`src/rtl/robot_nav_ctrl.sv`:
```
// rtl/robot_nav_ctrl.sv - colour-debounced navigation FSM driving five motor command lines
// Optional feature macro: NAV_TURN_ABORT_EN (cd low during TURN aborts the turn)
module robot_nav_ctrl #(
   parameter int NUM_COLORS  = 5,
   parameter int IDX_W       = 3,
   parameter int DEB_CYCLES  = 4,
   parameter int CNT_W       = 8,
   parameter int TURN_CYCLES = 16,
   parameter logic [2*NUM_COLORS-1:0] ACTION_MAP = 10'h1E4
) (
   input  logic                  clk,
   input  logic                  reset,
   input  logic                  cd,
   input  logic [NUM_COLORS-1:0] color,
   output logic                  stop_motor,
   output logic                  front_motor,
   output logic                  turn_left,
   output logic                  turn_right,
   output logic                  rotate,
   output logic                  act_valid,
   output logic [IDX_W-1:0]      act_color,
   output logic [2:0]            state
);

   typedef enum logic [2:0] {
      S_IDLE     = 3'd0,
      S_DRIVE    = 3'd1,
      S_DEBOUNCE = 3'd2,
      S_TURN     = 3'd3,
      S_STOP     = 3'd4
   } state_t;

   state_t           r_state;
   logic [CNT_W-1:0] r_cnt;
   logic [CNT_W-1:0] r_timer;
   logic [IDX_W-1:0] r_cand;
   logic [1:0]       r_action;
   logic             r_act_valid;
   logic [IDX_W-1:0] r_act_color;

   state_t           w_state_nxt;
   logic [CNT_W-1:0] w_cnt_nxt;
   logic [CNT_W-1:0] w_timer_nxt;
   logic [IDX_W-1:0] w_cand_nxt;
   logic [1:0]       w_action_nxt;
   logic             w_act_valid_nxt;
   logic [IDX_W-1:0] w_act_color_nxt;
   logic [IDX_W-1:0] w_low;
   logic [IDX_W-1:0] w_acc_idx;
   logic             w_accept;
   logic [1:0]       w_acc_action;

   // Lowest set colour index wins when several detections are high
   always_comb begin
      w_low = '0;
      for (int i = NUM_COLORS - 1; i >= 0; i--) begin
         if (color[i]) w_low = IDX_W'(i);
      end
   end

   always_comb begin
      w_state_nxt     = r_state;
      w_cnt_nxt       = r_cnt;
      w_timer_nxt     = r_timer;
      w_cand_nxt      = r_cand;
      w_action_nxt    = r_action;
      w_act_valid_nxt = 1'b0;
      w_act_color_nxt = r_act_color;
      w_accept        = 1'b0;
      w_acc_idx       = r_cand;
      w_acc_action    = 2'b00;
      case (r_state)
         S_IDLE: begin
            if (cd) w_state_nxt = S_DRIVE;
         end
         S_DRIVE: begin
            if (!cd) begin
               w_state_nxt = S_IDLE;
               w_cnt_nxt   = '0;
            end else if (|color) begin
               w_cand_nxt = w_low;
               if (DEB_CYCLES == 1) begin
                  w_accept  = 1'b1;
                  w_acc_idx = w_low;
               end else begin
                  w_cnt_nxt   = CNT_W'(1);
                  w_state_nxt = S_DEBOUNCE;
               end
            end
         end
         S_DEBOUNCE: begin
            if (!cd) begin
               w_state_nxt = S_IDLE;
               w_cnt_nxt   = '0;
            end else if (!color[r_cand]) begin
               w_state_nxt = S_DRIVE;
               w_cnt_nxt   = '0;
            end else if (r_cnt == CNT_W'(DEB_CYCLES - 1)) begin
               w_accept = 1'b1;
            end else begin
               w_cnt_nxt = r_cnt + CNT_W'(1);
            end
         end
         S_TURN: begin
`ifdef NAV_TURN_ABORT_EN
            if (!cd) begin
               w_state_nxt = S_IDLE;
               w_timer_nxt = '0;
            end else if (r_timer == '0) begin
               w_state_nxt = S_DRIVE;
            end else begin
               w_timer_nxt = r_timer - CNT_W'(1);
            end
`else
            if (r_timer == '0) begin
               w_state_nxt = cd ? S_DRIVE : S_IDLE;
            end else begin
               w_timer_nxt = r_timer - CNT_W'(1);
            end
`endif
         end
         S_STOP: begin
            if (!cd) w_state_nxt = S_IDLE;
         end
         default: w_state_nxt = S_IDLE;
      endcase

      if (w_accept) begin
         w_acc_action    = ACTION_MAP[{w_acc_idx, 1'b0} +: 2];
         w_act_valid_nxt = 1'b1;
         w_act_color_nxt = w_acc_idx;
         w_action_nxt    = w_acc_action;
         w_cnt_nxt       = '0;
         if (w_acc_action == 2'b00) begin
            w_state_nxt = S_STOP;
         end else begin
            w_state_nxt = S_TURN;
            w_timer_nxt = CNT_W'(TURN_CYCLES - 1);
         end
      end
   end

   always_ff @(posedge clk) begin
      if (reset) begin
         r_state     <= S_IDLE;
         r_cnt       <= '0;
         r_timer     <= '0;
         r_cand      <= '0;
         r_action    <= 2'b00;
         r_act_valid <= 1'b0;
         r_act_color <= '0;
      end else begin
         r_state     <= w_state_nxt;
         r_cnt       <= w_cnt_nxt;
         r_timer     <= w_timer_nxt;
         r_cand      <= w_cand_nxt;
         r_action    <= w_action_nxt;
         r_act_valid <= w_act_valid_nxt;
         r_act_color <= w_act_color_nxt;
      end
   end

   // Moore decode; unreachable codes show as stopped until they fall back to IDLE
   always_comb begin
      stop_motor  = 1'b0;
      front_motor = 1'b0;
      turn_left   = 1'b0;
      turn_right  = 1'b0;
      rotate      = 1'b0;
      case (r_state)
         S_DRIVE, S_DEBOUNCE: front_motor = 1'b1;
         S_TURN: begin
            turn_left  = (r_action == 2'b01);
            turn_right = (r_action == 2'b10);
            rotate     = (r_action == 2'b11);
         end
         default: stop_motor = 1'b1;
      endcase
   end

   assign act_valid = r_act_valid;
   assign act_color = r_act_color;
   assign state     = r_state;

endmodule
```
`config.mk`:
```
export PLATFORM = sky130hd
export DESIGN_NAME = robot_nav_ctrl
export DESIGN_NICKNAME = d
export VERILOG_FILES = /design/src/rtl/robot_nav_ctrl.sv
export SDC_FILE = /design/constraint.sdc
export NUM_CORES = 1
export LEC_CHECK = 0
export CAP_MARGIN = 20
export CORE_MARGIN = 4
export CORE_UTILIZATION = 55
export CTS_CLUSTER_DIAMETER = 40
export DETAILED_ROUTE_END_ITERATION = 10
export PLACE_DENSITY_LB_ADDON = 0.3
export SYNTH_ARGS = -nofsm -noshare
export SYNTH_HDL_FRONTEND = slang
export SYNTH_SLANG_ARGS = --single-unit
```
`constraint.sdc`:
```
create_clock -name clk -period 4.5 [get_ports clk]
set_input_delay 0.675 -clock clk [delete_from_list [all_inputs] [get_ports clk]]
set_output_delay 0.675 -clock clk [all_outputs]
set_load 0.05 [all_outputs]
```
==> Word-level counts from Yosys, hierarchy flattened <==
Cells that the tools add are included.
{ "word_totals": {"ff_bits": 28, "elab_cells": 75, "inputBits": 8, "out_inout_bits": 12} }
{ "classes": {"n_lt_le_gt_ge": 1, "add_sub_neg": 2, "n_shift": 1, "eq_ne": 15, "reduce_logical": 11, "n_mux": 38} }
{ "op_table": {"columns": ["cell", "n"], "rows": [
  ["2-to-1 mux 8 bit", 9],
  ["2-to-1 mux 3 bit", 14],
  ["case mux 8 bit (2 select lines)", 1],
  ["case mux 3 bit (5 select lines)", 1],
  ["2-to-1 mux 1 bit", 12],
  ["!= test 3 bit, second input constant", 4],
  ["!= test 4 bit, second input constant", 3],
  ["indexed part select 10 x 5 -> 2 bit, first input constant", 1],
  ["adder 8 x 1 -> 8 bit, second input constant", 1],
  ["== test 8 x 2 -> 1 bit, second input constant", 1],
  ["zero test 8 bit", 1],
  ["subtractor 8 x 1 -> 8 bit, second input constant", 1],
  ["== test 3 x 2 -> 1 bit, second input constant", 2],
  ["AND reduction 3 bit", 2],
  ["AND reduction 5 bit", 1],
  ["OR reduction 5 bit", 1],
  ["== test 2 bit, second input constant", 2],
  ["< comparator 3 x 4 -> 1 bit, second input constant", 1],
  ["OR reduction 2 bit", 2],
  ["binary-select mux 1 bit (select 3 bit)", 1],
  ["== test 3 x 1 -> 1 bit, second input constant", 1],
  ["== test 3 bit, second input constant", 1],
  ["zero test 3 bit", 1],
  ["OR reduction 3 bit", 1],
  ["3 further kinds", 3]
]} }

==> Longest topological paths before layout <==
Gate-level depths: netlist of run 1.
{ "depth": {"word_depth": 7, "mapped_depth": 7} }

==> Worst setup path after synthesis of run 1 <==
OpenSTA, ideal clock, no wires.
{ "synth_timing": {"path_type": "reg2out", "startpoint": "register r_state[1], in the netlist state[1]", "endpoint": "output turn_right", "t_arrival_ns": 2.165, "path_buffers": 1, "required_time_ns": 3.825, "path_slack_ns": 1.660, "path_stages_with_launch": 4, "cell_sequence": "dfxtp_1 > buf_4 > nand3b_1 > nor3b_1"} }
{ "synth_via": {"elab_chain_cells": 2} }
{ "synth_rtl": {"columns": ["element", "line", "source"], "rows": [
  ["start, declared", "33", "state_t r_state;"],
  ["start signal, assigned", "153", "r_state <= w_state_nxt;"],
  ["== test 3 x 2 -> 1 bit", "170", "case (r_state)"],
  ["2-to-1 mux 1 bit", "170", null],
  ["end, declared", "18", "output logic turn_right,"]
]} }
Every way passes these cells.

==> Final worst setup path of run 1 <==
{ "layout_timing": {"startpoint": "register r_state[1], in the netlist state[1]", "endpoint": "output front_motor"} }
{ "layout_via": {"elab_chain_cells": 3, "word_cells_on_any_way": 4, "cone_classes": "eq/ne (2); mux (1); reduce/logical (1)"} }
{ "layout_rtl": {"columns": ["element", "line", "source"], "rows": [
  ["== test 3 x 1 -> 1 bit or == test 3 x 2 -> 1 bit (tied branches)", "170", null],
  ["OR reduction 2 bit *", null, null],
  ["2-to-1 mux 1 bit *", "170", null],
  ["end, declared", "16", "output logic front_motor,"]
]} }
Every way passes the cells marked *; elsewhere a longest branch is shown, timed or not.

==> impl_results.md, run 1 <==
- Std-Cell Rows: 19
- Register area: 561 sq um
- Worst-case clock buffer depth: 2
- Crit path from: state[1]$_SDFFE_PP0P_
- Wire per inst: 14.2 um
- Remaining DRCs: 0
- Clk_lat worst skew: roughly 330 ps
- Net Count, Synth: about 190
- Drt first-iter violations: 45
- RR Endpoint: act_color[2]$_SDFFE_PP0P_
- DP Wirelength: ~2500 um
- Clock power frac: between 20% and 30%
- Reg2reg setup slack: about 2300 ps
- Synth Instances: between 150 and 200
- Leading cell type in the layout, fill and taps excluded: dfxtp_1
- Layout Skew: around 3.5 ps
- Global route overflow: 0
- Max Slew Vio Count: 0
- Final Hold Vio Count: 0
- Max_cap viols: 0
- Layout cell share with drive strength beyond 1: 8.25%
- Final std cells w/o fill: about 230
- Most frequent cells in the layout: 28 x dfxtp_1, 27 x nor2_1, 19 x clkdlybuf4s50_1, 12 x nand2_1, 11 x xor2_1
- Total track usage: between 20% and 30%
- YS warnings: 0
- Leading register cell type out of synthesis: dfxtp_1
- DP Cell Count: approximately 220
- Nets: around 210
- Post-CTS setup buffers: 0
- WL final: about 3200 um
- Setup crit end: front_motor
- CTS tree: done
- Worst Max-Slew Pin Slew: ~640 ps
- H-Tree Depth: 1
- Vias: about 1300
- Hold Crit Class: reg -> reg
- Footprint of the multi-input gates: 923 sq um
- I/O pin count: 20
- Post-synth ARST share: 0%
- Pwr/cell area: between 200 and 300 mW/mm^2
- P_int: between 300 and 400 uW
- Unrepaired setup endpoints after global routing: false
- Logic gate share of total power: 16.7%
- Largest net degree at the start of global routing: 18
- CP endpoint kind: output port
- Vias in the first global route: around 1300
- Chip height: 61.5 um
- Setup_tns: 0 ps
- Worst Path Arrival: between 2000 and 2500 ps
- FILL cells: about 230
- Upper clock frequency limit: 336 MHz
- Seq/Total Area, Yosys: 35.7%
- Core area: about 0.0027 sq mm
- Post-synth EDFFs: 0
- Die area: around 0.0038 sq mm
- CTS Buf Count: 3
- Peak supply drop: just under 0.2 mV
- Hold_ws: 517 ps
- WS Path Type: reg -> out
- Leak Pwr: between 0.0006 and 0.0007 uW
- CTS sink cnt: 28
- Tmin final: 2980 ps
- Slew headroom: between 50% and 60%
- Inserted Diodes: 0
- CP required: around 3800 ps
- Mapped Area: 0.00157 sq mm
- DR pass1 iterations: 4
- R2r worst-path depth: 6
- Chip Width: 61.5 um
- Crit Path Max Fanout: 10
- Post-route ant nets: 0
- Outcome: finished, final reports clean
- DR vias/cell: roughly 5.9
- Psw: 125 uW
- Net Sw Frac: a little over a quarter
- Reg clk slew, reported paths: between 100 and 150 ps
- Sequential share of power: roughly 57%
- Root cell of the clock tree: clkbuf_4
- Layout area overhead: 13.0%
- Post-synthesis register bit count: 28
- Antenna violations before repair: 0
- Post_cts resized: 0
- Synth unique cells: slightly above 50
- First-pass GRT wire length: roughly 6000 um
- Post-Syn Area per Cell: roughly 8.7 sq um
- Routability Congestion: ~0.84
- RR Startpoint: r_cnt[0]$_SDFFE_PP0P_
- CP startpoint kind: flop
- Hold-fix buffers, CTS: 0
- Port-buffer cells: 19
- Initial Util: between 50% and 60%
- Final setup vio count: 0
- Final period util: between 60% and 70%
==> metal layers <==
layer,global-route usage (%),up-vias,wire length (um)
met5,0,-,0
met4,10.3,0,99
met3,3.98,9,103
met2,33.8,27,1500
met1,25.4,624,1500
li1,-,671,-
==> logic make-up after synthesis <==
group           synth area share, %
compound gates                 15.3
xor+xnor                       8.36
fa+ha+maj                      2.39
buf+inv                        5.57
flops                          35.7
mux                            4.46
simple gates                   28.3
==> power by group through the flow <==
stage	sequential (uW)	combinational (uW)	clock, uW
after floorplan	265	53.7	0
after global placement	264	73.4	0
after detailed placement	265	75.1	0
after CTS	259	75.4	124
after global routing	261	83.9	132
final	259	76.1	120
==> metrics by stage <==
step           cell area (sq um)  utilization, %  total power (uW)  setup WS (ps)
2_1_floorplan               1570               -               318           1660
6_report                    1780            64.9               456           1520
5_1_grt                     1780            64.9               477           1360
3_3_place_gp                1740            63.6               338           1830
4_1_cts                     1780            64.9               459           1520
3_5_place_dp                1740            63.6               340           1760
==> flip-flops by register name, indices dropped and copies added, names as in the netlist <==
name       cells
r_cand         3
act_valid      1
r_timer        8
r_action       2
r_cnt          8
state          3
act_color      3
==> layout make-up <==
type                       count  share of cell area, %
clock buffer                   4                   2.04
inverter                       7                   1.48
multi-input combinational    136                   52.0
sequential                    28                   31.6
tap                           31                   2.18
timing repair buffer          19                   10.7
==> synth_stat cells (2+ instances only) <==
library cell | number | area, sq um
and2_1 | 2 | 12.5
buf_4 | 3 | 22.5
and3_1 | 5 | 31.3
nor4_1 | 3 | 18.8
ha_1 | 3 | 37.5
or2_2 | 2 | 12.5
nand3b_1 | 2 | 15.0
or3_1 | 3 | 18.8
xor2_1 | 11 | 96.3
nand4_1 | 2 | 12.5
nor3_1 | 4 | 20.0
buf_6 | 2 | 22.5
or4_4 | 2 | 22.5
a31oi_1 | 3 | 18.8
nand2_1 | 12 | 45.0
a22oi_1 | 2 | 15.0
nor2_1 | 27 | 101
xnor2_1 | 4 | 35.0
o21ai_0 | 4 | 20.0
inv_1 | 7 | 26.3
a21oi_1 | 8 | 40.0
dfxtp_1 | 28 | 561
clkbuf_1 | 3 | 11.3
mux2i_1 | 7 | 70.1
nand3_1 | 4 | 20.0
o21ai_1 | 2 | 10.0
==> how the worst min path moves through the flow <==
stage          slack, ps                        end  cells past startpoint                 startpoint
2_1_floorplan        470      r_cnt[0]$_SDFFE_PP0P_                      2      r_cnt[0]$_SDFFE_PP0P_
3_3_place_gp         480  act_color[2]$_SDFFE_PP0P_                      2  act_color[2]$_SDFFE_PP0P_
3_5_place_dp         480  act_color[0]$_SDFFE_PP0P_                      2  act_color[0]$_SDFFE_PP0P_
4_1_cts              520      r_cnt[0]$_SDFFE_PP0P_                      2      r_cnt[0]$_SDFFE_PP0P_
5_1_grt              550  act_color[0]$_SDFFE_PP0P_                      2  act_color[0]$_SDFFE_PP0P_
6_report             520  act_color[0]$_SDFFE_PP0P_                      2  act_color[0]$_SDFFE_PP0P_
==> critical path, cell delays in order (launching register included) <==
cell	delay (ps)
dfxtp_1	550
xnor2_1	140
nor2_2	390
clkdlybuf4s50_1	900
Note: power is estimated with default switching activity, not from simulation.
==> run 2: changes to the inputs <==
--- a/config.mk
+++ b/config.mk
@@ -7,7 +7,7 @@
 export LEC_CHECK = 0
 export CAP_MARGIN = 20
 export CORE_MARGIN = 4
-export CORE_UTILIZATION = 55
+export CORE_UTILIZATION = 54
 export CTS_CLUSTER_DIAMETER = 40
 export DETAILED_ROUTE_END_ITERATION = 10
 export PLACE_DENSITY_LB_ADDON = 0.3
==> constraint.sdc (replaced) <==
create_clock -name clk -period 3.1 [get_ports clk]
set_input_delay 0.465 -clock clk [delete_from_list [all_inputs] [get_ports clk]]
set_output_delay 0.465 -clock clk [all_outputs]
set_load 0.05 [all_outputs]
==> run 2 against run 1 <==
  * Clock-buffer cell count is 1 lower
  * Via count is 0.53% lower
  * Sequential cell count stayed put
  * Setup slack worse by 1100 ps
  * Critical endpoint is now rotate
  * Largest power group unchanged
==> impl_results.md, run 2 (synthesis gave the netlist of run 1 again) <==
- Post-CTS setup buffers: 0 (unchanged)
- Final period util: between 80% and 90%
- Post-layout util: 64.2% (-0.79 points)
- DR vias/cell: 5.88 (-0.53%)
- Upper clock frequency limit: between 300 and 400 MHz
- CP endpoint kind: output port
- Buf/Inv on CP: 1 (unchanged)
- Hold endpoint: act_color[2]$_SDFFE_PP0P_
- Vias: 1324 (-0.53%)
- Slew headroom: 58.2% (+1.4 points)
- Crit-path slowest cell: clkdlybuf4s50_1
- CTS tree: done
- DR pass1 iterations: 4 (unchanged)
- Crit-path cells: nand2_1, nor2_1, and3_1, clkdlybuf4s50_1
- Top Registers: r_cnt x8, r_timer x8
- Nets: 207 (+0.49%)
- Total track usage: 18.5% (-2.0 points)
- WL final: 3190 um (-0.28%)
- DP Wirelength: 2460 um (+0.24%)
- Worst hold path startpoint: act_color[2]$_SDFFE_PP0P_
- Unrepaired setup endpoints after global routing: false
- Leading cell type in the layout, fill and taps excluded: dfxtp_1
- Global route overflow: 0 (unchanged)
- Layout cell share with drive strength beyond 1: 8.25% (unchanged)
- Crit path from: state[0]$_SDFFE_PP0P_
- Slowest stage delay, CP: 810 ps (-90 ps)
- Crit Path Max Fanout: 10 (unchanged)
- Post-route ant nets: 0 (unchanged)
- Most frequent cells in the layout: 28 x dfxtp_1, 27 x nor2_1, 19 x clkdlybuf4s50_1, 12 x nand2_1, 11 x xor2_1
- Post_cts resized: 0 (unchanged)
- Hold Crit Class: reg -> reg
- RR Startpoint: r_cnt[0]$_SDFFE_PP0P_
- Initial Util: 57.0% (-0.50 points)
- Total power: 638 uW (+40%)
- RR Endpoint: act_color[1]$_SDFFE_PP0P_
- Tmin final: between 2000 and 3000 ps
- R2r worst-path depth: 6 (unchanged)
- Max_cap viols: 0 (unchanged)
- First-pass GRT wire length: 5440 um (-6.9%)
- Layout Skew: 3.69 ps (+0.180 ps)
- Remaining DRCs: 0 (unchanged)
- Final std cells w/o fill: 225 (unchanged)
- Inserted Diodes: 0 (unchanged)
- Outcome: finished, final reports clean
- Clk_lat worst skew: 320 ps (about the same)
- CP required: 2630 ps (-1200 ps)
- Drt first-iter violations: 58 (+29%)
- H-Tree Depth: 1 (unchanged)
- DP Cell Count: 222 (+0.45%)
- Port-buffer cells: 19 (unchanged)
- Hold Path Depth: 2 (unchanged)
- Chip height: 61.9 um (+0.80%)
- Routability Congestion: 0.860 (+1.8%)
- Worst Max-Slew Pin Slew: 624 ps (-20.4 ps)
- Std-Cell Rows: 19 (unchanged)
- Hold-fix buffers, CTS: 0 (unchanged)
- Core area: 0.00276 sq mm (+0.87%)
- Final setup vio count: 0 (unchanged)
- CTS sink cnt: 28 (unchanged)
- Leak Pwr: 0.000646 uW (-0.32%)
- Reg clk slew, reported paths: 140 ps (about the same)
- Largest net degree at the start of global routing: 18 (unchanged)
- I/O pin count: 20 (unchanged)
- CTS Buf Count: 3 (unchanged)
- Wire per inst: 14.2 um (-0.28%)
- Final Hold Vio Count: 0 (unchanged)
- Top delay family on crit path: buffers and inverters
- CP startpoint kind: flop
- Reg2reg setup slack: 870 ps (-1410 ps)
- Root cell of the clock tree: clkbuf_4
- Pwr/cell area: 361 mW/mm^2 (+41%)
- Setup_tns: 0 ps (unchanged)
- Vias in the first global route: 1246 (-6.1%)
- Chip Width: 61.9 um (+0.80%)
- Die area: 0.00384 sq mm (+1.6%)
- Worst-case clock buffer depth: 2 (unchanged)
- Worst Path Arrival: 2170 ps (-130 ps)
- WS Path Type: reg -> out
- Max Slew Vio Count: 0 (unchanged)
- Layout area overhead: 12.6%
- Antenna violations before repair: 0 (unchanged)
- Peak supply drop: 0.266 mV (+37%)
## run 2: changes by cell type in the layout (fill, tap and decap cells not counted)
cell	delta
clkbuf_8	-1
buf_4	+1
## run 2: final cells by class
class | count | area, sq um
timing repair buffer | 20 | 198
fill | 260 | 988
sequential | 28 | 561
clock buffer | 3 | 22.5
inverter | 7 | 26.3
tap | 31 | 38.8
multi-input combinational | 136 | 923
## run 2: power breakdown
| group | internal (uW) | leakage, uW | switching, uW | total [uW] |
|---|---|---|---|---|
| sequential | 366 | 0.000226 | 10.7 | 377 |
| combinational | 44.6 | 0.000406 | 68.1 | 113 |
| clock | 45.6 | 0.0000138 | 103 | 149 |
| total | 456 | 0.000646 | 182 | 638 |
## run 2: worst max-delay path by stage
stage | endpoint | depth (start not counted)
floorplan | turn_right | 3
global placement | r_cnt[7]$_SDFFE_PP0P_ | 6
detailed placement | r_cnt[4]$_SDFFE_PP0P_ | 6
CTS | rotate | 4
global route | turn_right | 3
finish | rotate | 4
## run 2: per-stage QoR
stage / setup WS (ps) / instance area [sq um] / hold WS, ps
CTS: 453 / 1770 / 526
floorplan: 470 / 1570 / 473
global placement: 643 / 1750 / 477
detailed placement: 597 / 1750 / 485
finish: 462 / 1770 / 517
global route: 332 / 1770 / 555
## run 2: metal layers
metal	track usage, %	vias to the layer above	share of wire, %
met5	0	-	0
li1	-	669	-
met2	32.7	28	50
met1	23.2	621	46
met4	4.85	0	1.1
met3	2.89	6	3.1
## run 2: worst min-delay path, cell delays in order (launching register included)
cell	delay (ps)
dfxtp_1	360
mux2i_1	60
nor2_1	70
